<file path="src/rtl/ps2_cmd_queue.sv">
// ps2_cmd_queue: raw PS/2 keyboard line -> game command FIFO behind a ready/read_fin handshake.
// Optional macro PS2_CMD_REPEAT_EN lets typematic repeats through (no held-key bitmap).
`timescale 1ns/1ps
module ps2_cmd_queue #(
   parameter int CMD_WIDTH      = 3,
   parameter int FIFO_DEPTH     = 4,
   parameter int TIMEOUT_CYCLES = 100000
) (
   input  logic                 clock,
   input  logic                 reset_n,
   input  logic                 ps2_clock,
   input  logic                 ps2_data,
   input  logic                 read_fin,
   output logic                 ready,
   output logic [CMD_WIDTH-1:0] data,
   output logic                 overflow
);
   localparam int PTR_W = $clog2(FIFO_DEPTH);
   localparam int CNT_W = PTR_W + 1;
   localparam int TMO_W = (TIMEOUT_CYCLES > 2) ? $clog2(TIMEOUT_CYCLES) : 1;
   localparam logic [TMO_W-1:0] TMO_LAST = TMO_W'(TIMEOUT_CYCLES - 1);
   localparam logic [CNT_W-1:0] CNT_FULL = CNT_W'(FIFO_DEPTH);

   // Synchronisers reset high so leaving reset never fakes a falling edge.
   logic ps2_clk_meta_reg, ps2_clk_sync_reg, ps2_clk_prev_reg;
   logic ps2_dat_meta_reg, ps2_dat_sync_reg;
   logic fall;

   always_ff @(posedge clock or negedge reset_n) begin
      if (!reset_n) begin
         ps2_clk_meta_reg <= 1'b1;
         ps2_clk_sync_reg <= 1'b1;
         ps2_clk_prev_reg <= 1'b1;
         ps2_dat_meta_reg <= 1'b1;
         ps2_dat_sync_reg <= 1'b1;
      end else begin
         ps2_clk_meta_reg <= ps2_clock;
         ps2_clk_sync_reg <= ps2_clk_meta_reg;
         ps2_clk_prev_reg <= ps2_clk_sync_reg;
         ps2_dat_meta_reg <= ps2_data;
         ps2_dat_sync_reg <= ps2_dat_meta_reg;
      end
   end

   assign fall = ps2_clk_prev_reg & ~ps2_clk_sync_reg;

   typedef enum logic {ST_IDLE, ST_SHIFT} frame_state_t;
   frame_state_t     state_reg, state_next;
   logic [3:0]       bit_cnt_reg, bit_cnt_next;
   logic [8:0]       shift_reg, shift_next;
   logic [TMO_W-1:0] tmo_reg, tmo_next;
   logic             byte_valid_reg, byte_valid_next;
   logic             abort_reg, abort_next;
   logic [7:0]       byte_reg, byte_next;

   always_ff @(posedge clock or negedge reset_n) begin
      if (!reset_n) begin
         state_reg      <= ST_IDLE;
         bit_cnt_reg    <= '0;
         shift_reg      <= '0;
         tmo_reg        <= '0;
         byte_valid_reg <= 1'b0;
         abort_reg      <= 1'b0;
         byte_reg       <= '0;
      end else begin
         state_reg      <= state_next;
         bit_cnt_reg    <= bit_cnt_next;
         shift_reg      <= shift_next;
         tmo_reg        <= tmo_next;
         byte_valid_reg <= byte_valid_next;
         abort_reg      <= abort_next;
         byte_reg       <= byte_next;
      end
   end

   // Data and parity shift in from the top; after 9 shifts [7:0] is the byte, [8] the parity.
   always_comb begin
      state_next      = state_reg;
      bit_cnt_next    = bit_cnt_reg;
      shift_next      = shift_reg;
      tmo_next        = tmo_reg;
      byte_valid_next = 1'b0;
      abort_next      = 1'b0;
      byte_next       = byte_reg;
      case (state_reg)
         ST_IDLE: begin
            tmo_next = '0;
            if (fall && !ps2_dat_sync_reg) begin
               state_next   = ST_SHIFT;
               bit_cnt_next = '0;
            end
         end
         ST_SHIFT: begin
            if (fall) begin
               tmo_next = '0;
               if (bit_cnt_reg == 4'd9) begin
                  state_next = ST_IDLE;
                  if ((^shift_reg) && ps2_dat_sync_reg) begin
                     byte_valid_next = 1'b1;
                     byte_next       = shift_reg[7:0];
                  end else begin
                     abort_next = 1'b1;
                  end
               end else begin
                  shift_next   = {ps2_dat_sync_reg, shift_reg[8:1]};
                  bit_cnt_next = bit_cnt_reg + 4'd1;
               end
            end else if (tmo_reg == TMO_LAST) begin
               state_next = ST_IDLE;
               tmo_next   = '0;
               abort_next = 1'b1;
            end else begin
               tmo_next = tmo_reg + TMO_W'(1);
            end
         end
         default: state_next = ST_IDLE;
      endcase
   end

   logic       ext_reg, ext_next, brk_reg, brk_next;
   logic       resolve;
   logic [2:0] map_cmd;
   logic       push;
   logic [CMD_WIDTH-1:0] push_cmd;

   always_comb begin
      map_cmd = 3'd0;
      if (ext_reg) begin
         case (byte_reg)
            8'h75:   map_cmd = 3'd1;
            8'h72:   map_cmd = 3'd2;
            8'h6B:   map_cmd = 3'd3;
            8'h74:   map_cmd = 3'd4;
            default: map_cmd = 3'd0;
         endcase
      end else begin
         case (byte_reg)
            8'h1A:   map_cmd = 3'd5;
            8'h22:   map_cmd = 3'd6;
            8'h29:   map_cmd = 3'd7;
            default: map_cmd = 3'd0;
         endcase
      end
   end

   always_comb begin
      ext_next = ext_reg;
      brk_next = brk_reg;
      resolve  = 1'b0;
      if (abort_reg) begin
         ext_next = 1'b0;
         brk_next = 1'b0;
      end else if (byte_valid_reg) begin
         if (byte_reg == 8'hE0) begin
            ext_next = 1'b1;
         end else if (byte_reg == 8'hF0) begin
            brk_next = 1'b1;
         end else begin
            resolve  = 1'b1;
            ext_next = 1'b0;
            brk_next = 1'b0;
         end
      end
   end

   always_ff @(posedge clock or negedge reset_n) begin
      if (!reset_n) begin
         ext_reg <= 1'b0;
         brk_reg <= 1'b0;
      end else begin
         ext_reg <= ext_next;
         brk_reg <= brk_next;
      end
   end

   assign push_cmd = CMD_WIDTH'(map_cmd);

`ifdef PS2_CMD_REPEAT_EN
   assign push = resolve && (map_cmd != 3'd0) && !brk_reg;
`else
   // Bit (cmd-1) is set while the key for cmd is held down.
   logic [6:0] held_reg, held_next;
   logic [2:0] held_idx;

   assign held_idx = map_cmd - 3'd1;

   always_comb begin
      held_next = held_reg;
      push      = 1'b0;
      if (resolve && map_cmd != 3'd0) begin
         if (brk_reg) begin
            held_next[held_idx] = 1'b0;
         end else if (!held_reg[held_idx]) begin
            held_next[held_idx] = 1'b1;
            push                = 1'b1;
         end
      end
   end

   always_ff @(posedge clock or negedge reset_n) begin
      if (!reset_n) held_reg <= '0;
      else          held_reg <= held_next;
   end
`endif

   logic [CMD_WIDTH-1:0] mem_reg [FIFO_DEPTH];
   logic [PTR_W-1:0]     wr_ptr_reg, rd_ptr_reg, rd_ptr_next;
   logic [CNT_W-1:0]     count_reg, count_next;
   logic                 ready_reg, overflow_reg;
   logic [CMD_WIDTH-1:0] data_reg, head_next;
   logic                 full, pop, push_ok;

   assign full        = (count_reg == CNT_FULL);
   assign pop         = read_fin & ready_reg;
   assign push_ok     = push & (~full | pop);
   assign rd_ptr_next = rd_ptr_reg + PTR_W'(pop);

   always_comb begin
      count_next = count_reg;
      if (push_ok && !pop)      count_next = count_reg + CNT_W'(1);
      else if (!push_ok && pop) count_next = count_reg - CNT_W'(1);
   end

   // Head register is refreshed from the post-operation state, bypassing a write into an empty slot.
   always_comb begin
      head_next = '0;
      if (count_next != '0) begin
         if (push_ok && wr_ptr_reg == rd_ptr_next) head_next = push_cmd;
         else                                      head_next = mem_reg[rd_ptr_next];
      end
   end

   always_ff @(posedge clock) begin
      if (push_ok) mem_reg[wr_ptr_reg] <= push_cmd;
   end

   always_ff @(posedge clock or negedge reset_n) begin
      if (!reset_n) begin
         wr_ptr_reg   <= '0;
         rd_ptr_reg   <= '0;
         count_reg    <= '0;
         ready_reg    <= 1'b0;
         data_reg     <= '0;
         overflow_reg <= 1'b0;
      end else begin
         wr_ptr_reg   <= wr_ptr_reg + PTR_W'(push_ok);
         rd_ptr_reg   <= rd_ptr_next;
         count_reg    <= count_next;
         ready_reg    <= (count_next != '0);
         data_reg     <= head_next;
         overflow_reg <= overflow_reg | (push & full & ~pop);
      end
   end

   assign ready    = ready_reg;
   assign data     = data_reg;
   assign overflow = overflow_reg;

endmodule

</file>
<file path="config.mk">
export PLATFORM = sky130hd
export DESIGN_NAME = ps2_cmd_queue
export DESIGN_NICKNAME = d
export VERILOG_FILES = /design/src/rtl/ps2_cmd_queue.sv
export SDC_FILE = /design/constraint.sdc
export NUM_CORES = 1
export LEC_CHECK = 0
export BUFFER_PORTS_ARGS = -buffer_cell sky130_fd_sc_hd__clkbuf_2
export CORE_MARGIN = 4
export CORE_UTILIZATION = 57
export CTS_BUF_LIST = sky130_fd_sc_hd__clkbuf_16
export CTS_CLUSTER_DIAMETER = 50
export DETAILED_ROUTE_END_ITERATION = 7
export PLACE_DENSITY_LB_ADDON = 0.1
export SYNTH_ARGS = -nofsm -noshare
export SYNTH_HDL_FRONTEND = slang
export SYNTH_SLANG_ARGS = --single-unit
</file>
<file path="constraint.sdc">
create_clock -name clock -period 4.4 [get_ports clock]
set_clock_uncertainty 0.05 [all_clocks]
set_input_delay 1.32 -clock clock [delete_from_list [all_inputs] [get_ports clock]]
set_output_delay 1.32 -clock clock [all_outputs]
set_load 0.05 [all_outputs]
</file>
After elaboration in Yosys (flattened, before gate mapping)
Memories as Yosys holds them, arrays and structs flattened.
Index checks and enable logic that the tools add are counted.

storage, ports and cells
  register bits = 67
  bits in latches = 0
  bits in writable memories = 12
  bits in read-only memories = 0
  input bits = 5
  output and inout bits = 5
  logic and storage cells = 136
  memories kept = 1

operators by class
  add/sub/neg operators = 7
  $mul = 0
  divide/modulo/power cells = 0
  $lt $le $gt $ge = 2
  equality and inequality tests = 19
  shift-type cells = 0
  multiplexer cells = 51
  bitwise gates (word level) = 15
  reductions and logical operators = 20

memories
  memory   depth  width  read ports  clocked after memory_dff  wr ports  RTL line  source
  mem_reg  4      3      1           0                         1         206       logic [CMD_WIDTH-1:0] mem_reg [FIFO_DEPTH];

operators with widths
  kind                     count
  $mux W17                 2
  $pmux W17 S2             1
  $eq A8 B7 Y1 const B     4
  $mux W1                  32
  $add A17 B1 Y17 const B  1
  $eq A17 B17 Y1 const B   1
  $eq A8 B6 Y1 const B     2
  $eq A8 B8 Y1 const B     2
  $mux W3                  5
  $mux W7                  2
  $mux W4                  3
  $pmux W3 S4              1
  $ne A2 B2 Y1 const B     5
  $pmux W3 S3              1
  $reduce_xor A9 Y1        1
  $eq A8 B5 Y1 const B     1
  $pmux W4 S2              1
  $and A7 B7 Y7            1
  $logic_and A1 B1 Y1      7
  $not A7 Y7               1
  $or A7 B7 Y7             1
  $reduce_and A2 Y1        3
  $reduce_and A3 Y1        2
  $reduce_bool A3 Y1       2
  other kinds (19)         32

Logic depth before layout (Yosys ltp)
Gate-level depths: netlist of the first run.

  depth in word-level cells = 16
  depth in mapped cells = 17
  mapped depth without buffers = 15

Worst setup path after synthesis of the first run
OpenSTA, ideal clock, no wires.

  kind = register -> register
  from = register byte_reg[2]
  to = register data_reg[0], in the netlist data[0]
  setup time = 0.127 ns
  arrival = 3.504 ns
  required time = 4.223 ns
  path slack = 0.719 ns
  stages on the path, launching flop included = 16
  path buffers = 2
  cells stage by stage = dfrtp_1 nor4b_2 nand2_1 a22oi_1 inv_1 ha_1 ha_1 clkbuf_1 mux2_2 a22oi_1 mux2_4 nand2_4 or4_4 buf_6 mux2i_1 nor2_1

between the ends
  word-level cells in the longest chain between the ends = 16
  elaborated cells on any way between the ends = 34

RTL lines
  item                                               RTL line  source
  start: declaration                                 54        logic [7:0] byte_reg, byte_next;
  start signal: assignment                           72        byte_reg <= byte_next;
  $eq A8 B7 Y1 (tied with other cells)               129       case (byte_reg)
  $pmux W3 S4 / $pmux W3 S3 (equally long branches)  129, 137
  $mux W3 *                                          128       if (ext_reg) begin
  via map_cmd[1]                                     122       logic [2:0] map_cmd;
  $sub A3 B1 Y3                                      185       assign held_idx = map_cmd - 3'd1;
  $bmux W1 S3                                        193       end else if (!held_reg[held_idx]) begin
  $mux W1 (not written as such)                      193
  $mux W1                                            193
  [... 2 more ...]                                   n/a
  $and A1 B1 Y1 *                                    215       assign push_ok = push & (~full | pop);
  $logic_not A1 Y1                                   221       else if (!push_ok && pop) count_next = count_reg - CNT_W'(1);
  $logic_and A1 B1 Y1                                221
  $mux W3                                            221
  $mux W3                                            220       if (push_ok && !pop) count_next = count_reg + CNT_W'(1);
  $reduce_bool A3 Y1                                 227       if (count_next != '0) begin
  $mux W3 *                                          227
  via head_next[0]                                   210       logic [CMD_WIDTH-1:0] data_reg, head_next;
  end signal: assignment                             250       data_reg <= head_next;
  end: declaration                                   210

The timed path passes the listed nets; every way through them passes the cells marked *. The select of a mux whose other input is x is not followed.
A chain may end at the register's enable or synchronous reset.

Worst setup path after layout of the first run
  from = register byte_reg[4]
  to = register data_reg[0], in the netlist data[0]

Same word-level chain as after synthesis.

==> results.cfg, run 1 <==
[run_status]
outcome = completed

[die]
die_h_um = 89.7
start_util_pct = 59.2
core-area_um2 = 6420
pin_count = 10
die_w_um = 89.7
fp.dieArea_um2 = 8040
rows = 29

[sta]
fin_setup_tns_ns = 0
rsz0062_at_grt = false
setup_viol = 0
worst_pin_slew_ns = 0.717
fmax_ghz = 0.254
period_minus_slack_ns = 3.94
drv_slew = 0
fin_crit_sh_pct = 89.5
slew_headroom_pct = 52.0
finalHoldViolations = 0

[synth]
synth_warnings = 0
synth_ff_type = dfrtp_1
synth-seq-cells = 79
synthCells = 334
seq_area_frac_synth_pct = 53.8
synthesis.area_um2 = 3800
yosysUniqueCellTypes = 52
postSynth.asyncResetShare_pct = 84.8
synth-edff-count = 12
synthesis.nets = 349
synth_area_per_cell_um2 = 11.4

[power]
p_per_area_nw_per_um2 = 545
ir_drop_v = 0.000309
p_leak_nw = 1.85

[cells_and_area]
drive_gt1_share_pct = 18.1
fin_cells = 431
diodes = 0
nets = 364
largest_reg_flops = 17
fill_cells = 493
syn_to_final_growth_pct = 12.0

[worst_setup_path]
crit_path_max_incr_delay_ns = 0.59
crit_chain = and4bb_1 > a31oi_1 > a22oi_1 > inv_1 > ha_1 > ha_1 > mux2_2 > a22oi_1 > mux2_4 > nand2_4 > or4_4 > mux2i_1 > nor2_1
cp_data_required_time_ns = 4.56
end_kind = register
crit_fanout = 8
r2r_setup_slack_ns = 0.46
cp-start-kind = register
cp_slowest_cell = or4_4
crit_type = reg2reg
cp_data_arrival_time_ns = 4.09

[clock_tree]
cts_root_buf = clkbuf_16
insertion_delay_ns = 0.33
cts_tree = yes
clk_pin_slew_ns = 0.06
h-tree-depth = 3
clock_path_buffers = 2
clock-sinks = 79
cts_setup_buffers = 0
cts-buffers-inserted = 9

[global_route]
grt_pass1_wl_um = 11800
grt_util_all_layers_pct = 19.2
grt_antenna_before_repair = 0
met1_usage_pct = 26.1
grt_max_degree = 46
overflow = 0
top_usage_layer = met2
met3_usage_pct = 5.29
grt_util_met2_pct = 29.3
grt_pass1_vias = 2505

[routing]
drc_errors = 0
drt-pass1-iter-count = 4
drt-vias-per-instance = 5.73
ant_nets = 0
drt_first_iter_violations = 142
vias = 2470
finalWirelength_um = 6610
wl_per_cell_um = 15.3

[placed_design]
dp_cells = 415
hpwl_um = 4700
io_buffers = 9
gp_congestion = 0.857

[min_path]
hold_class = reg2reg

[run]
drv_cap = 0
[Yosys cell counts (2+ instances only)]
cell      instances  share of area, %
and2_1            3              0.49
mux4_2            4               2.4
o21ai_0           9               1.2
nor3_1            5              0.66
xor2_1           14               3.2
a31o_2            2              0.46
a22o_1            2              0.46
a21oi_1           7              0.92
buf_6             2              0.59
mux2_2           16               4.7
nand2b_1          3              0.49
a31oi_1           5              0.82
inv_1            16               1.6
or4_1             3              0.59
nand4_1           5              0.82
nor2_1           42               4.1
nor4b_1           3              0.69
xnor2_1          14               3.2
edfxtp_1         12               9.5
ha_1             10               3.3
and3_1            4              0.66
mux2i_1           5               1.3
nor4_1            2              0.33
nor2b_1           3              0.49
nand3_1          13               1.7
o22a_1            4              0.92
clkbuf_1          5              0.49
nand2_1          30               3.0
a22oi_1           3              0.59
dfrtp_1          62                41
dfstp_2           5               3.5
[through the flow]
step	power [mW]	setup WS, ns	utilization, %	instance area [µm²]	hold slack (ns)
after floorplan	1.39	0.719	-	3800	0.295
after global placement	1.51	0.622	61.0	3920	0.297
after detailed placement	1.52	0.449	61.0	3920	0.300
after CTS	2.35	0.452	66.2	4250	0.308
after global routing	2.47	0.0586	66.3	4260	0.308
final	2.32	0.463	66.3	4260	0.305
[critical path: cells and delay by family, from the launching register on]
kind / cells / cell delay (ns)
fa+ha+maj: 2 / 0.61
mux: 3 / 0.78
compound gates: 3 / 0.76
buf+inv: 1 / 0.10
flops: 1 / 0.45
simple gates: 4 / 1.05
[final timing paths]
kind | from | end | cells past startpoint
setup / recovery | byte_reg[4]$_DFFE_PN0P_ | data[0]$_DFF_PN0_ | 13
hold / removal | ps2_clk_meta_reg$_DFF_PN1_ | ps2_clk_sync_reg$_DFF_PN1_ | 0
setup reg to reg | byte_reg[4]$_DFFE_PN0P_ | data[0]$_DFF_PN0_ | 13
hold reg to reg | ps2_clk_meta_reg$_DFF_PN1_ | ps2_clk_sync_reg$_DFF_PN1_ | 0
max in group asynchronous | reset_n | ps2_clk_sync_reg$_DFF_PN1_ | 2
min in group asynchronous | reset_n | data[1]$_DFF_PN0_ | 1
[kinds of logic (layout without fill, tap and decap cells)]
logic type / Yosys count / after routing / share of synthesized area, %
multiplexers: 26 / 26 / 8.82
buffers and inverters: 23 / 43 / 2.67
flip-flops: 79 / 79 / 53.8
XOR/XNOR: 28 / 28 / 6.45
adder cells (fa/ha/maj): 10 / 10 / 3.29
AND/OR/NAND/NOR: 128 / 128 / 17.6
AO/OA/AOI/OAI: 40 / 40 / 7.44
[placed cells by master, fill, tap and decap left out, types with 4 or more instances in the layout]
cell type  synthesis  layout
o21ai_0            9       9
nand3_1           13      13
mux2i_1            5       5
dfrtp_1           62      62
edfxtp_1          12      12
mux4_2             4       4
dfstp_2            5       5
a21oi_1            7       7
nor3_1             5       5
clkbuf_16          0       9
a31oi_1            5       5
and3_1             4       4
mux2_2            16      16
o22a_1             4       4
clkbuf_2           0       8
ha_1              10      10
xor2_1            14      14
nand4_1            5       5
xnor2_1           14      14
nand2_1           30      30
inv_1             16      16
nor2_1            42      42
[metal layers]
metal  vias up  share of wire [%]  wire (µm)
met4         0                1.6        103
met5         -                  0          0
met1      1206                 48       3200
li1       1213                  -          -
met2        41                 47       3090
met3        10                3.3        216
[power breakdown]
group	internal (mW)	switching, mW	total (mW)	leakage, nW
Combinational	0.257	0.304	0.561	0.698
Clock	0.550	0.275	0.825	0.167
Sequential	0.846	0.0904	0.936	0.983
Total	1.65	0.669	2.32	1.85
[final cells by class]
cell class                 instances  area (µm²)  area share [%]
sequential                        79        2040            48.0
multi-input combinational        232        1660            39.0
clock buffer                       9         225            5.29
clock inverter                     7         111            2.61
tap                               77        96.3            2.26
timing repair buffer              11        60.1            1.41
inverter                          16        60.1            1.41
[timing repair]
item                       CTS  global route
resized for setup            0             1
hold buffers                 0             0
setup endpoints to repair    0             3
(Power assumes the default switching activity.)
==> run 2, diff against run 1 <==
--- a/config.mk
+++ b/config.mk
@@ -11,7 +11,7 @@
 export CTS_BUF_LIST = sky130_fd_sc_hd__clkbuf_16
 export CTS_CLUSTER_DIAMETER = 50
 export DETAILED_ROUTE_END_ITERATION = 7
-export PLACE_DENSITY_LB_ADDON = 0.1
+export PLACE_DENSITY = 0.79
 export SYNTH_ARGS = -nofsm -noshare
 export SYNTH_HDL_FRONTEND = slang
 export SYNTH_SLANG_ARGS = --single-unit
==> results.cfg, run 2 (same netlist as run 1, synthesis figures left out) <==
[clock_tree]
cts_resized = 0
cts-buffers-inserted = 9
clock_path_buffers = 2
clk_pin_slew_ns = 0.06
insertion_delay_ns = 0.33
h-tree-depth = 3
cts_tree = yes
cts_root_buf = clkbuf_16
cts_setup_buffers = 0
hold_buffers = 0
clock-sinks = 79

[sta]
rsz0062_at_grt = false
period_minus_slack_ns = 3.86
slew_headroom_pct = 31.4
fmax_ghz = 0.259
fin_crit_sh_pct = 87.6
worst_pin_slew_ns = 1.03
finalHoldViolations = 0
fin_setup_tns_ns = 0
setup_viol = 0
drv_slew = 0
fin_ws_ns = 0.544

[routing]
drc_errors = 0
drt-pass1-iter-count = 4
vias = 2525
drt_first_iter_violations = 149
ant_nets = 0
drt-vias-per-instance = 5.83
wl_per_cell_um = 14.8
finalWirelength_um = 6400

[worst_setup_path]
rr_endpoint = data[0]$_DFF_PN0_
startpoint = byte_reg[4]$_DFFE_PN0P_
cp_data_arrival_time_ns = 4.02
cp_slowest_cell = or4_4
end_kind = register
crit_fanout = 9
crit_path_max_incr_delay_ns = 0.59
cp_data_required_time_ns = 4.56
reg2reg_depth = 12
path_buf_inv = 0
crit_chain = nor4bb_1 > o21ai_2 > o22a_1 > ha_1 > ha_1 > mux2_2 > a22oi_1 > mux2_4 > nand2_4 > or4_4 > mux2i_1 > nor2_1
crit-reg2reg-launch = byte_reg[4]$_DFFE_PN0P_
crit_family = simple AND/OR/NAND/NOR gates
critPathMostFrequentCell = ha_1
cp-start-kind = register
crit_type = reg2reg
r2r_setup_slack_ns = 0.54

[placed_design]
gp_congestion = 0.897
hpwl_um = 4590
place_ws_ns = 0.570
place_area_um2 = 3930
io_buffers = 9

[die]
die_h_um = 89.7
core-area_um2 = 6420
start_util_pct = 59.2
pin_count = 10
fp.dieArea_um2 = 8040
die_w_um = 89.7
rows = 29

[cells_and_area]
layout_commonest_cell = dfrtp_1
drive_gt1_share_pct = 18.0
nets = 366
largest_reg_flops = 17
final_cell_mix = 62 x dfrtp_1, 42 x nor2_1, 30 x nand2_1, 16 x inv_1, 16 x mux2_2
syn_to_final_growth_pct = 11.0
fill_cells = 494
diodes = 0
final_cell_area_um2 = 4220

[run_status]
outcome = completed

[global_route]
overflow = 0
grt_pass1_wl_um = 11300
grt_util_all_layers_pct = 18.4
grt_max_degree = 48
grt_pass1_vias = 2525
grt_antenna_before_repair = 0

[min_path]
whs_endpoint = ps2_dat_sync_reg$_DFF_PN1_
holdCritStartpoint = ps2_dat_meta_reg$_DFF_PN1_
holdPathStages = 0
hold_class = reg2reg

[run]
drv_cap = 0

[power]
p_leak_nw = 1.84
ir_drop_v = 0.000418
finalPower_mw = 2.21
p_per_area_nw_per_um2 = 524
run 2: changes by cell type in the layout (fill, tap and decap cells not counted), sizes merged:
cell	previous run	this run
buf	3	5
bufinv	3	1
clkinv	3	5
run 2: where the power goes:
part,switching [mW],total [mW],internal [mW]
clock network,0.275,0.709,0.434
logic,0.305,0.564,0.259
registers,0.0917,0.938,0.846
total,0.672,2.21,1.54
run 2: area by class of cell:
type / count / area, µm² / area share, %
timing repair buffer: 13 / 75.1 / 1.78
tap: 77 / 96.3 / 2.28
clock buffer: 9 / 225 / 5.34
inverter: 16 / 60.1 / 1.42
sequential: 79 / 2040 / 48.4
clock inverter: 7 / 63.8 / 1.51
multi-input combinational: 232 / 1660 / 39.3
run 2: worst max-delay path by stage:
stage                               to  slack, ns  depth (start not counted)
6_report             data[0]$_DFF_PN0_       0.54                         12
5_1_grt        mem_reg[2][2]$_DFFE_PP_       0.28                         10
4_1_cts        mem_reg[2][0]$_DFFE_PP_       0.56                         10
3_5_place_dp   mem_reg[2][0]$_DFFE_PP_       0.57                         10
3_3_place_gp         data[1]$_DFF_PN0_       0.76                         14
2_1_floorplan        data[0]$_DFF_PN0_       0.72                         15
run 2: stage by stage:
| stage | instances | util (%) | hold slack, ns |
|---|---|---|---|
| global placement | 417 | 61.2 | 0.297 |
| detailed placement | 417 | 61.2 | 0.297 |
| finish | 433 | 65.7 | 0.305 |
| floorplan | 334 | - | 0.295 |
| CTS | 433 | 65.7 | 0.306 |
| global route | 433 | 65.7 | 0.309 |
run 2: metal layers:
metal,wire length [µm],GRT usage [%]
met4,138,8.12
met2,3060,29.0
met3,226,4.47
met5,0,0
met1,2980,24.2
==> run 3, diff against run 2 <==
--- a/config.mk
+++ b/config.mk
@@ -5,6 +5,7 @@
 export SDC_FILE = /design/constraint.sdc
 export NUM_CORES = 1
 export LEC_CHECK = 0
+export ABC_AREA = 1
 export BUFFER_PORTS_ARGS = -buffer_cell sky130_fd_sc_hd__clkbuf_2
 export CORE_MARGIN = 4
 export CORE_UTILIZATION = 57
==> results.cfg, run 3 <==
[global_route]
grt_antenna_before_repair = 0
overflow = 0
grt_pass1_vias = 2754
grt_max_degree = 46
grt_util_all_layers_pct = 19.1
grt_pass1_wl_um = 12400

[clock_tree]
clock-sinks = 79
insertion_delay_ns = 0.34
h-tree-depth = 3
cts_root_buf = clkbuf_16
cts-buffers-inserted = 9
clk_pin_slew_ns = 0.06
cts_tree = yes
hold_buffers = 0
cts_setup_buffers = 0
clock_path_buffers = 2
cts_resized = 0

[power]
p_per_area_nw_per_um2 = 494
clockPowerShare_pct = 35.9
comb_power_share_pct = 22.7
p_leak_nw = 1.85
intPower_mw = 1.49
p_switching_uw = 657
ir_drop_v = 0.000435
switching_share_pct = 30.6
power.share.sequential_pct = 41.4

[die]
die_w_um = 90.8
core-area_um2 = 6490
fp.dieArea_um2 = 8240
start_util_pct = 60.1
rows = 29
pin_count = 10
die_h_um = 90.8

[sta]
setup_viol = 0
worst_pin_slew_ns = 0.553
rsz0062_at_grt = false
fin_ws_ns = 1.20
drv_slew = 0
fin_setup_tns_ns = 0
fin_crit_sh_pct = 72.7
slew_headroom_pct = 63.0
fmax_ghz = 0.313
finalHoldViolations = 0
period_minus_slack_ns = 3.20
whs_ns = 0.305

[cells_and_area]
utilization_pct = 67.0
final_cell_mix = 81 x nand2_1, 62 x dfrtp_1, 60 x inv_1, 37 x nor2_1, 30 x o21ai_0
drive_gt1_share_pct = 13.3
fill_cells = 470
nets = 460
diodes = 0
syn_to_final_growth_pct = 11.4
layout_commonest_cell = nand2_1
largest_reg_flops = 17

[worst_setup_path]
crit_fanout = 5
crit_type = reg2reg
cp-start-kind = register
cp_data_arrival_time_ns = 3.13
cp_data_required_time_ns = 4.33
rr_endpoint = mem_reg[2][2]$_DFFE_PP_
end_kind = register
r2r_setup_slack_ns = 1.20
reg2reg_depth = 17
crit-reg2reg-launch = byte_reg[0]$_DFFE_PN0P_

[synth]
synthesis.nets = 444
synthTopCellsByArea = dfrtp_1 40%, edfxtp_1 9.2%, nand2_1 7.8%, inv_1 5.8%, o21ai_0 3.8%
synth_area_per_cell_um2 = 9.10
synth_warnings = 0
synth-seq-cells = 79
synthesis.area_um2 = 3900
yosysUniqueCellTypes = 37
synthCells = 429
postSynth.asyncResetShare_pct = 84.8
post-synth-top-count-cell = nand2_1
yosysTopAreaCell = dfrtp_1
yosysTopAreaCellShare_pct = 39.7
seq_area_frac_synth_pct = 52.3
synth_ff_type = dfrtp_1
synthTopCellsByCount = 81 x nand2_1, 62 x dfrtp_1, 60 x inv_1
synth-edff-count = 12

[routing]
finalWirelength_um = 7220
drt-pass1-iter-count = 6
ant_nets = 0
drt-vias-per-instance = 5.43
drc_errors = 0
vias = 2864
wl_per_cell_um = 13.7
drt_first_iter_violations = 139

[min_path]
holdPathStages = 0
holdCritStartpoint = ps2_dat_meta_reg$_DFF_PN1_
hold_class = reg2reg
whs_endpoint = ps2_dat_sync_reg$_DFF_PN1_

[placed_design]
io_buffers = 9
hpwl_um = 5070
gp_congestion = 0.908
place_ws_ns = 1.09

[run_status]
outcome = completed

[run]
drv_cap = 0
==> run 3: power groups by stage <==
stage | sequential (mW) | combinational [mW] | clock, mW
final | 0.890 | 0.488 | 0.772
after global routing | 0.900 | 0.546 | 0.822
after CTS | 0.890 | 0.497 | 0.782
after detailed placement | 0.903 | 0.479 | 0
after global placement | 0.898 | 0.464 | 0
after floorplan | 0.924 | 0.353 | 0
==> run 3: area by class of cell <==
| cell class | count | area (µm²) | share of cell area (%) |
|---|---|---|---|
| clock buffer | 10 | 250 | 5.75 |
| clock inverter | 6 | 67.6 | 1.55 |
| inverter | 61 | 229 | 5.26 |
| multi-input combinational | 284 | 1610 | 37.0 |
| sequential | 79 | 2040 | 47.0 |
| tap | 77 | 96.3 | 2.21 |
| timing repair buffer | 10 | 52.6 | 1.21 |
==> run 3: worst max path at each step <==
stage,endpoint,from,cells past startpoint
after floorplan,data[0]$_DFF_PN0_,read_fin,9
after global placement,data[2]$_DFF_PN0_,read_fin,10
after detailed placement,data[2]$_DFF_PN0_,read_fin,10
after CTS,mem_reg[2][0]$_DFFE_PP_,byte_reg[0]$_DFFE_PN0P_,17
after global routing,mem_reg[0][0]$_DFFE_PP_,byte_reg[2]$_DFFE_PN0P_,17
final,mem_reg[2][2]$_DFFE_PP_,byte_reg[0]$_DFFE_PN0P_,17
==> run 3: critical path: stages (launching register included) <==
cell     delay, ns
dfrtp_1       0.41
inv_1         0.10
nand2_1       0.07
nor3_1        0.19
nand2_1       0.08
nand3_1       0.09
nand2_1       0.08
ha_1          0.20
ha_1          0.30
inv_1         0.10
nor2_1        0.09
nand4_1       0.10
nand2_1       0.06
nor2_2        0.14
nand3_2       0.18
nor2_4        0.16
inv_1         0.10
nor3_1        0.36
==> run 3: through the flow <==
step | std cells | cell area, µm² | power [mW]
6_report | 527 | 4350 | 2.15
5_1_grt | 527 | 4350 | 2.27
4_1_cts | 527 | 4350 | 2.17
3_5_place_dp | 511 | 4030 | 1.38
3_3_place_gp | 511 | 4030 | 1.36
2_1_floorplan | 429 | 3900 | 1.28
==> run 3: routing by layer <==
metal  up-vias  part of all wire, %  global-route usage (%)
li1       1445                    -                       -
met1      1342                   45                    24.2
met2        57                   49                    30.8
met3        20                  3.4                    2.83
met4         0                  2.7                    11.4
met5         -                    0                       0
==> run 3: kinds of logic (layout without fill, tap and decap cells) <==
kind of cell,Yosys count,count (layout),synth area share (%)
AOI/OAI and AO/OA,55,55,7.85
muxes,9,9,2.40
xor gates and xnor gates,16,16,3.59
adders and majority gates,10,10,3.21
DFF,79,79,52.3
and+or+nand+nor,194,194,24.2
buffers and inverters,66,87,6.38
